### config.mk
export PLATFORM = sky130hd
export DESIGN_NAME = dilithium_out_unpacker
export DESIGN_NICKNAME = d
export VERILOG_FILES = /design/src/rtl/dilithium_out_unpacker.sv
export SDC_FILE = /design/constraint.sdc
export NUM_CORES = 1
export LEC_CHECK = 0
export CAP_MARGIN = 30
export CORE_ASPECT_RATIO = 1.5
export CORE_UTILIZATION = 35
export CTS_CLUSTER_DIAMETER = 40
export DETAILED_ROUTE_END_ITERATION = 10
export PLACE_DENSITY = 0.63
export SYNTH_ARGS = -nofsm -noshare
export SYNTH_HDL_FRONTEND = slang
export SYNTH_SLANG_ARGS = --single-unit
### constraint.sdc
create_clock -name clk -period 16.7 [get_ports clk]
set_input_delay 3.34 -clock clk [delete_from_list [all_inputs] [get_ports clk]]
set_output_delay 3.34 -clock clk [all_outputs]
set_load 0.01 [all_outputs]
### src/rtl/dilithium_out_unpacker.sv
// dilithium_out_unpacker: buffers 64-bit core results (with frame-last flag) and re-emits them as 32-bit words.
// Build option DILITHIUM_OUT_HI_FIRST_EN emits the upper half of each entry first; default is low half first.
module dilithium_out_unpacker #(
   parameter int DEPTH = 8,
   parameter int CNT_W = 16
) (
   input  logic                       clk,
   input  logic                       rst,
   input  logic                       clear,
   input  logic                       s_valid,
   output logic                       s_ready,
   input  logic [63:0]                s_data,
   input  logic                       s_last,
   output logic                       m_valid,
   input  logic                       m_ready,
   output logic [31:0]                m_data,
   output logic                       m_last,
   output logic [$clog2(DEPTH+1)-1:0] level,
   output logic [CNT_W-1:0]           word_cnt,
   output logic                       frame_done
);
   localparam int PW = $clog2(DEPTH);
   localparam int LW = $clog2(DEPTH+1);

   typedef struct packed {
      logic        last;
      logic [63:0] data;
   } entry_t;

   entry_t        mem [DEPTH];
   entry_t        head;
   logic [PW-1:0] wr_ptr;
   logic [PW-1:0] rd_ptr;
   logic          hs;
   logic          push;
   logic          pop;
   logic          free;

   // s_ready comes straight off the level register, so a pop never frees room for a same-cycle push
   assign s_ready = (level != LW'(DEPTH));
   assign m_valid = (level != '0);
   assign push    = s_valid && s_ready && !clear;
   assign pop     = m_valid && m_ready;
   assign free    = pop && hs;
   assign head    = mem[rd_ptr];

`ifdef DILITHIUM_OUT_HI_FIRST_EN
   assign m_data = hs ? head.data[31:0] : head.data[63:32];
`else
   assign m_data = hs ? head.data[63:32] : head.data[31:0];
`endif

   // last is tied to the second half regardless of half order
   assign m_last = m_valid && hs && head.last;

   always_ff @(posedge clk) begin
      if (push) mem[wr_ptr] <= {s_last, s_data};
   end

   always_ff @(posedge clk or negedge rst) begin
      if (!rst) begin
         wr_ptr <= '0;
         rd_ptr <= '0;
         hs     <= 1'b0;
         level  <= '0;
      end else if (clear) begin
         wr_ptr <= '0;
         rd_ptr <= '0;
         hs     <= 1'b0;
         level  <= '0;
      end else begin
         if (push) wr_ptr <= wr_ptr + 1'b1;
         if (free) rd_ptr <= rd_ptr + 1'b1;
         if (pop)  hs     <= !hs;
         unique case ({push, free})
            2'b10:   level <= level + 1'b1;
            2'b01:   level <= level - 1'b1;
            default: level <= level;
         endcase
      end
   end

   // count restarts one cycle after the last word; a word taken in that cycle is the new frame's first
   always_ff @(posedge clk or negedge rst) begin
      if (!rst) begin
         word_cnt   <= '0;
         frame_done <= 1'b0;
      end else if (clear) begin
         word_cnt   <= '0;
         frame_done <= 1'b0;
      end else begin
         frame_done <= pop && m_last;
         if (frame_done)
            word_cnt <= pop ? CNT_W'(1) : '0;
         else if (pop && (word_cnt != '1))
            word_cnt <= word_cnt + 1'b1;
      end
   end

   a_level_bound : assert property (@(posedge clk) disable iff (!rst) level <= LW'(DEPTH));
   a_hs_needs_entry : assert property (@(posedge clk) disable iff (!rst) hs |-> (level != '0));

endmodule

==> qor.yml, run 1 <==
hold_viol: 0
max-slew-margin-rel_pct: 39.6
diodes: 0
wire_per_inst_um: 23.1
vias: 9851
dieArea_um2: 61600
cts_setup_buffers: 0
syn_nets: 996
synth_compound_area_share_pct: 1.53
cts_tree: "built"
port_buffers: 125
avgViaCountPerCell: 5.17
synth-simple-area-share_pct: 2.31
setup_viol: 0
netlist_instances: 921
clock_latency_ns: 0.58
min_path_cells: 1
ys_seq_area_share_pct: 76.9
synth_common_cells: "520 x edfxtp_1, 162 x mux4_2, 28 x dfrtp_1, 26 x nand2_1, 19 x clkbuf_1"
synth_xor_area_share_pct: 0.248
synth_seq_cells: 548
rr_worst_depth: 6
status: "completed"
gp_congestion: 0.795
async_flop_share_pct: 5.11
ys_types: 51
design_area_um2: 25200
synth_area_leaders: "edfxtp_1 74%, mux4_2 17%, dfrtp_1 3.3%, nand2_1 0.46%, buf_2 0.40%"
dp_hpwl_um: 23500
core-area_um2: 60000
end_kind: "output pin"
leakage_nw: 7.67
drv_cap: 0
cts.path.max_buffers: 3
cts_max_level: 2
vdd.ir_drop.worst_v: 0.0000724
dieWidth_um: 203
cp.required_ns: 13.36
rr_startpoint: "level[1]$_DFFE_PN0P_"
grt_antenna_before_repair: 3
fillCellCount: 5203
layout_worst_path_cycle_share_pct: 43.4
powerDensity_nw_per_um2: 114
crit_type: "reg2out"
muxShareOfSynthArea_pct: 17.6
initial_core_util_pct: 35.4
syn_area_um2: 21200
grt_use_total_pct: 14.4
start_kind: "register"
cts_resized: 0
root_buffer: "clkbuf_16"
routed_wl_um: 44000
tns_ns: 0
synth_top_area_share_pct: 73.6
fmax_mhz: 138
grt_max_degree: 56
synthAdderAreaFrac_pct: 0.295
rsz0062_at_grt: "no"
final_max_slew_viol_count: 0
worst_slew_pin_slew_ns: 0.906
place_area_um2: 23500
synth_top_family_by_area: "multiplexers"
setup.worst_path.start: "rd_ptr[0]$_DFFE_PN0P_"
crit_fanout: 34
post-synth-top-count-cell: "edfxtp_1"
cts_sinks: 548
avgSynthCellArea_um2: 23.0
reg2reg_slack_ns: 13.59
boundaryPins: 126
synth_top_cell_by_area: "edfxtp_1"
drc: 0
crit_arrival_ns: 3.91
synth-main-ff-cell: "edfxtp_1"
cts_buffers: 53
area_growth_syn_to_layout_pct: 18.7
first_global_vias: 10500
cts_hold_buf: 0
grt_pass1_wl_um: 65900
regToRegEndpoint: "mem[7][24]$_DFFE_PP_"
drive_gt1_share_pct: 25.5
hp-start: "word_cnt[9]$_DFFE_PN0P_"
holdCritPathClass: "reg2reg"
hold_path_end: "word_cnt[9]$_DFFE_PN0P_"
antenna_left: 0
die_y_um: 304
globalRouteOverflowTotal: 0
row_count: 110
finalCriticalPeriod_ns: 7.25
detail_route.iter0.violations: 743
firstDrtPassIters: 4
clkTransAtPathRegs_ns: 0.06
skew_ns: 0.0140
synth_edf_count: 520
yosys_warnings: 0
finalNetCount: 1155
==> logic make-up (layout without fill, tap and decap cells) <==
logic type	after synthesis	after routing
flip-flops	548	548
AO/OA/AOI/OAI	44	44
AND/OR/NAND/NOR	93	93
multiplexers	171	171
adder cells (fa/ha/maj)	5	5
XOR/XNOR	6	6
buffers and inverters	54	254
==> metrics by stage <==
step           std cells  hold slack [ns]  power [mW]  setup slack [ns]  util (%)
2_1_floorplan        921            0.544        1.66              7.58         -
3_3_place_gp        1806            0.520        1.74              9.73      39.1
3_5_place_dp        1808            0.542        1.75              9.89      39.2
4_1_cts             1904            0.549        2.89              9.30      42.0
5_1_grt             1905            0.581        2.95              9.20      42.0
6_report            1905            0.547        2.86              9.45      42.0
==> worst max-delay path: stages, from the launching register on <==
cell and delay [ns]:
dfrtp_4 0.88, buf_4 0.50, buf_16 0.32, mux4_2 0.54
mux4_2 0.48, clkdlybuf4s50_1 0.59
==> flip-flops by register name (all words and copies together) (netlist names) <==
register and count:
rd_ptr 3, word_cnt 16, frame_done 1, hs 1, mem 520, wr_ptr 3
level 4
==> how the worst max path moves through the flow <==
stage                                 endpoint  cells past startpoint
after floorplan            mem[0][0]$_DFFE_PP_                      5
after global placement              m_data[10]                      4
after detailed placement  mem[7][51]$_DFFE_PP_                      6
after CTS                           m_data[10]                      5
after global routing                m_data[10]                      5
final                               m_data[10]                      5
==> report_power, final <==
group | total, mW | switching, mW | internal [mW]
logic | 0.177 | 0.0866 | 0.0901
clock network | 1.15 | 0.512 | 0.635
registers | 1.54 | 0.0109 | 1.53
total | 2.86 | 0.609 | 2.25
==> routing by layer <==
| metal | GRT usage, % | vias up | part of all wire [%] |
|---|---|---|---|
| li1 | - | 4270 | - |
| met1 | 18.3 | 5289 | 42 |
| met2 | 25.3 | 212 | 52 |
| met3 | 2.12 | 74 | 3.8 |
| met4 | 4.73 | 6 | 2.5 |
| met5 | 0 | - | 0.10 |
==> cell type report <==
| class | count | area, um2 | area share (%) |
|---|---|---|---|
| Clock buffer | 62 | 1360 | 5.40 |
| Timing Repair Buffer | 152 | 1490 | 5.92 |
| Multi-Input combinational cell | 319 | 4730 | 18.8 |
| Tap cell | 784 | 981 | 3.89 |
| Clock inverter | 34 | 292 | 1.16 |
| Inverter | 6 | 22.5 | 0.0894 |
| Sequential cell | 548 | 16300 | 64.8 |
==> cell usage in the layout (no fill, tap or decap), types with 2 or more instances in the layout <==
cell	n
ha_1	5
nand2b_1	3
o41ai_1	4
and3_1	2
mux2i_1	8
clkinv_2	9
nor2_4	6
buf_16	2
nor2b_1	2
dfrtp_1	24
a21oi_1	13
clkbuf_1	9
clkinv_1	9
nor3_1	5
or4_1	4
nand2_1	26
buf_4	24
bufinv_16	3
o31ai_1	3
edfxtp_1	520
nand4_1	4
inv_1	5
or3_1	6
clkbuf_16	53
clkdlybuf4s50_1	125
nor3_2	2
xor2_1	5
clkinvlp_4	3
dfrtp_4	2
a2111o_1	2
inv_8	2
mux4_2	162
dfrtp_2	2
nand3_1	13
nor4_1	3
nor2_1	11
a211o_1	2
inv_6	6
o311ai_0	3
o21ai_0	5
Power figures use the tool's default switching activity.
==> run 2: changes to the inputs <==
--- a/config.mk
+++ b/config.mk
@@ -10,7 +10,7 @@
 export CORE_UTILIZATION = 35
 export CTS_CLUSTER_DIAMETER = 40
 export DETAILED_ROUTE_END_ITERATION = 10
-export PLACE_DENSITY = 0.63
+export PLACE_DENSITY = 0.64
 export SYNTH_ARGS = -nofsm -noshare
 export SYNTH_HDL_FRONTEND = slang
 export SYNTH_SLANG_ARGS = --single-unit
==> constraint.sdc (replaced) <==
create_clock -name clk -period 6.4 [get_ports clk]
set_input_delay 1.28 -clock clk [delete_from_list [all_inputs] [get_ports clk]]
set_output_delay 1.28 -clock clk [all_outputs]
set_load 0.01 [all_outputs]
==> run 2 against run 1 <==
  * Global-route usage down 0.46 points
  * Hold slack better by 0.0012 ns
  * Final cell count down 0.63%
  * Via count down 0.31%
  * Register-to-register slack worse by 10 ns
  * Highest routed layer unchanged
  * Non-clock buffer count down 7
  * Sequential share of layout area up 0.094 points
  * Routed wire length down 3.5%
  * First-iteration DRC count up 6.2%
  * Cell area down 0.13%
  * Setup slack worse by 7.9 ns
==> qor.yml, run 2 (synthesized netlist as in run 1, its figures left out) <==
port_buffers: 125
power.switching_mw: 1.55
clkTransAtPathRegs_ns: 0.07
crit_top_cell: "mux4_2"
crit_path_cell_trace: "buf_4 -> mux4_2 -> mux4_2 -> clkdlybuf4s50_1"
rsz0062_at_grt: "no"
finalNetCount: 1145
fillCellCount: 5232
tns_ns: 0
regMostFlops: "mem"
vdd.ir_drop.worst_v: 0.000196
grt_pass1_wl_um: 64500
globalRouteOverflowTotal: 0
detail_route.iter0.violations: 789
firstDrtPassIters: 5
fmax_mhz: 204
p_sw_share_pct: 21.1
antenna_left: 0
cp.required_ns: 5.12
core-area_um2: 60000
final.setup.worst_slack_ns: 1.50
cts_buffers: 50
holdCritPathClass: "reg2reg"
start_kind: "register"
avgViaCountPerCell: 5.19
setup_viol: 0
grt_antenna_before_repair: 5
diodes: 0
multi_input_area_um2: 4740
skew_ns: 0.0164
wire_per_inst_um: 22.4
cts.path.max_buffers: 3
drive_gt1_share_pct: 24.3
boundaryPins: 126
final_cell_mix: "520 x edfxtp_1, 162 x mux4_2, 125 x clkdlybuf4s50_1"
vias: 9820
routed_wl_um: 42400
crit_type: "reg2out"
finalCriticalPeriod_ns: 4.90
drc: 0
area_growth_syn_to_layout_pct: 18.6
die_y_um: 304
crit_arrival_ns: 3.62
critPathSlowestCell: "dfrtp_4"
internal_power_mw: 5.80
final-seq-area_um2: 16300
crit_fanout: 36
utilization_pct: 41.9
dieWidth_um: 203
max-slew-margin-rel_pct: 45.8
initial_core_util_pct: 35.4
cts_resized: 0
seq_power_share_pct: 54.8
post-place-ws_ns: 2.02
status: "completed"
root_buffer: "clkbuf_16"
cts_setup_buffers: 0
largest_registers: "mem x520, word_cnt x16, level x4"
final_max_slew_viol_count: 0
dieArea_um2: 61600
cts_sinks: 548
combPwrFrac_pct: 6.1
hold_viol: 0
grt_use_total_pct: 13.9
first_global_vias: 10500
leakage_nw: 7.59
drv_cap: 0
cts_tree: "built"
powerDensity_nw_per_um2: 292
largest_reg_flops: 520
cts_hold_buf: 0
slowest_delay_ns: 0.94
gp_congestion: 0.778
cts_max_level: 2
dp.cells: 1802
worst_slew_pin_slew_ns: 0.813
row_count: 110
layout_worst_path_cycle_share_pct: 76.6
final_common_cell: "edfxtp_1"
end_kind: "output pin"
grt_max_degree: 133
clkPwrFrac_pct: 39.1
fin_cells: 1893
dp_hpwl_um: 22800
clock_latency_ns: 0.57
-- run 2: cell types whose count changed in the layout (fill, tap and decap cells not counted), moves of 3 or more --
| cell | previous run | this run |
|---|---|---|
| clkinv_8 | 1 | 4 |
| buf_12 | 0 | 9 |
| inv_6 | 6 | 0 |
| buf_4 | 24 | 11 |
| clkinv_1 | 9 | 13 |
| clkbuf_16 | 53 | 50 |
| clkinv_2 | 9 | 6 |
-- run 2: per-stage QoR --
step / cell area [um2] / hold slack (ns) / power, mW
CTS: 25200 / 0.554 / 7.42
global placement: 23600 / 0.511 / 4.54
finish: 25200 / 0.549 / 7.34
floorplan: 21200 / 0.544 / 4.32
global route: 25200 / 0.597 / 7.58
detailed placement: 23600 / 0.546 / 4.56
-- run 2: final timing paths --
kind	depth (start not counted)	startpoint	to	slack, ns
min reg2reg	1	word_cnt[9]$_DFFE_PN0P_	word_cnt[9]$_DFFE_PN0P_	0.55
max reg2reg	10	hs$_DFFE_PN0P_	level[2]$_DFFE_PN0P_	3.52
min in group asynchronous	2	rst	level[2]$_DFFE_PN0P_	1.11
min	1	word_cnt[9]$_DFFE_PN0P_	word_cnt[9]$_DFFE_PN0P_	0.55
max in group asynchronous	2	rst	rd_ptr[1]$_DFFE_PN0P_	4.97
max	4	rd_ptr[0]$_DFFE_PN0P_	m_data[29]	1.50
-- run 2: area by class of cell --
type / count / area share (%)
Timing Repair Buffer: 145 / 6.02
Clock inverter: 32 / 1.18
Tap cell: 784 / 3.90
Multi-Input combinational cell: 319 / 18.8
Clock buffer: 59 / 5.11
Sequential cell: 548 / 64.9
Inverter: 6 / 0.0895
-- run 2: power by group through the flow --
| stage | Clock, mW | Combinational [mW] | Sequential, mW |
|---|---|---|---|
| 5_1_grt | 3.07 | 0.481 | 4.03 |
| 4_1_cts | 2.94 | 0.459 | 4.02 |
| 2_1_floorplan | 0 | 0.246 | 4.08 |
| 3_3_place_gp | 0 | 0.431 | 4.11 |
| 6_report | 2.87 | 0.448 | 4.02 |
| 3_5_place_dp | 0 | 0.457 | 4.10 |
-- run 2: routing by layer --
metal	routed length (um)	vias up	global-route usage (%)
met5	57	-	0
met4	938	10	4.01
met3	2250	72	2.60
met2	22300	242	24.9
met1	16900	5247	17.2
li1	-	4249	-
-- run 2: critical path, delay by kind of cell (launching register included) --
kind,cells,cell delay (ns)
multiplexers,2,1.11
buffers and inverters,2,0.98
flip-flops,1,0.94
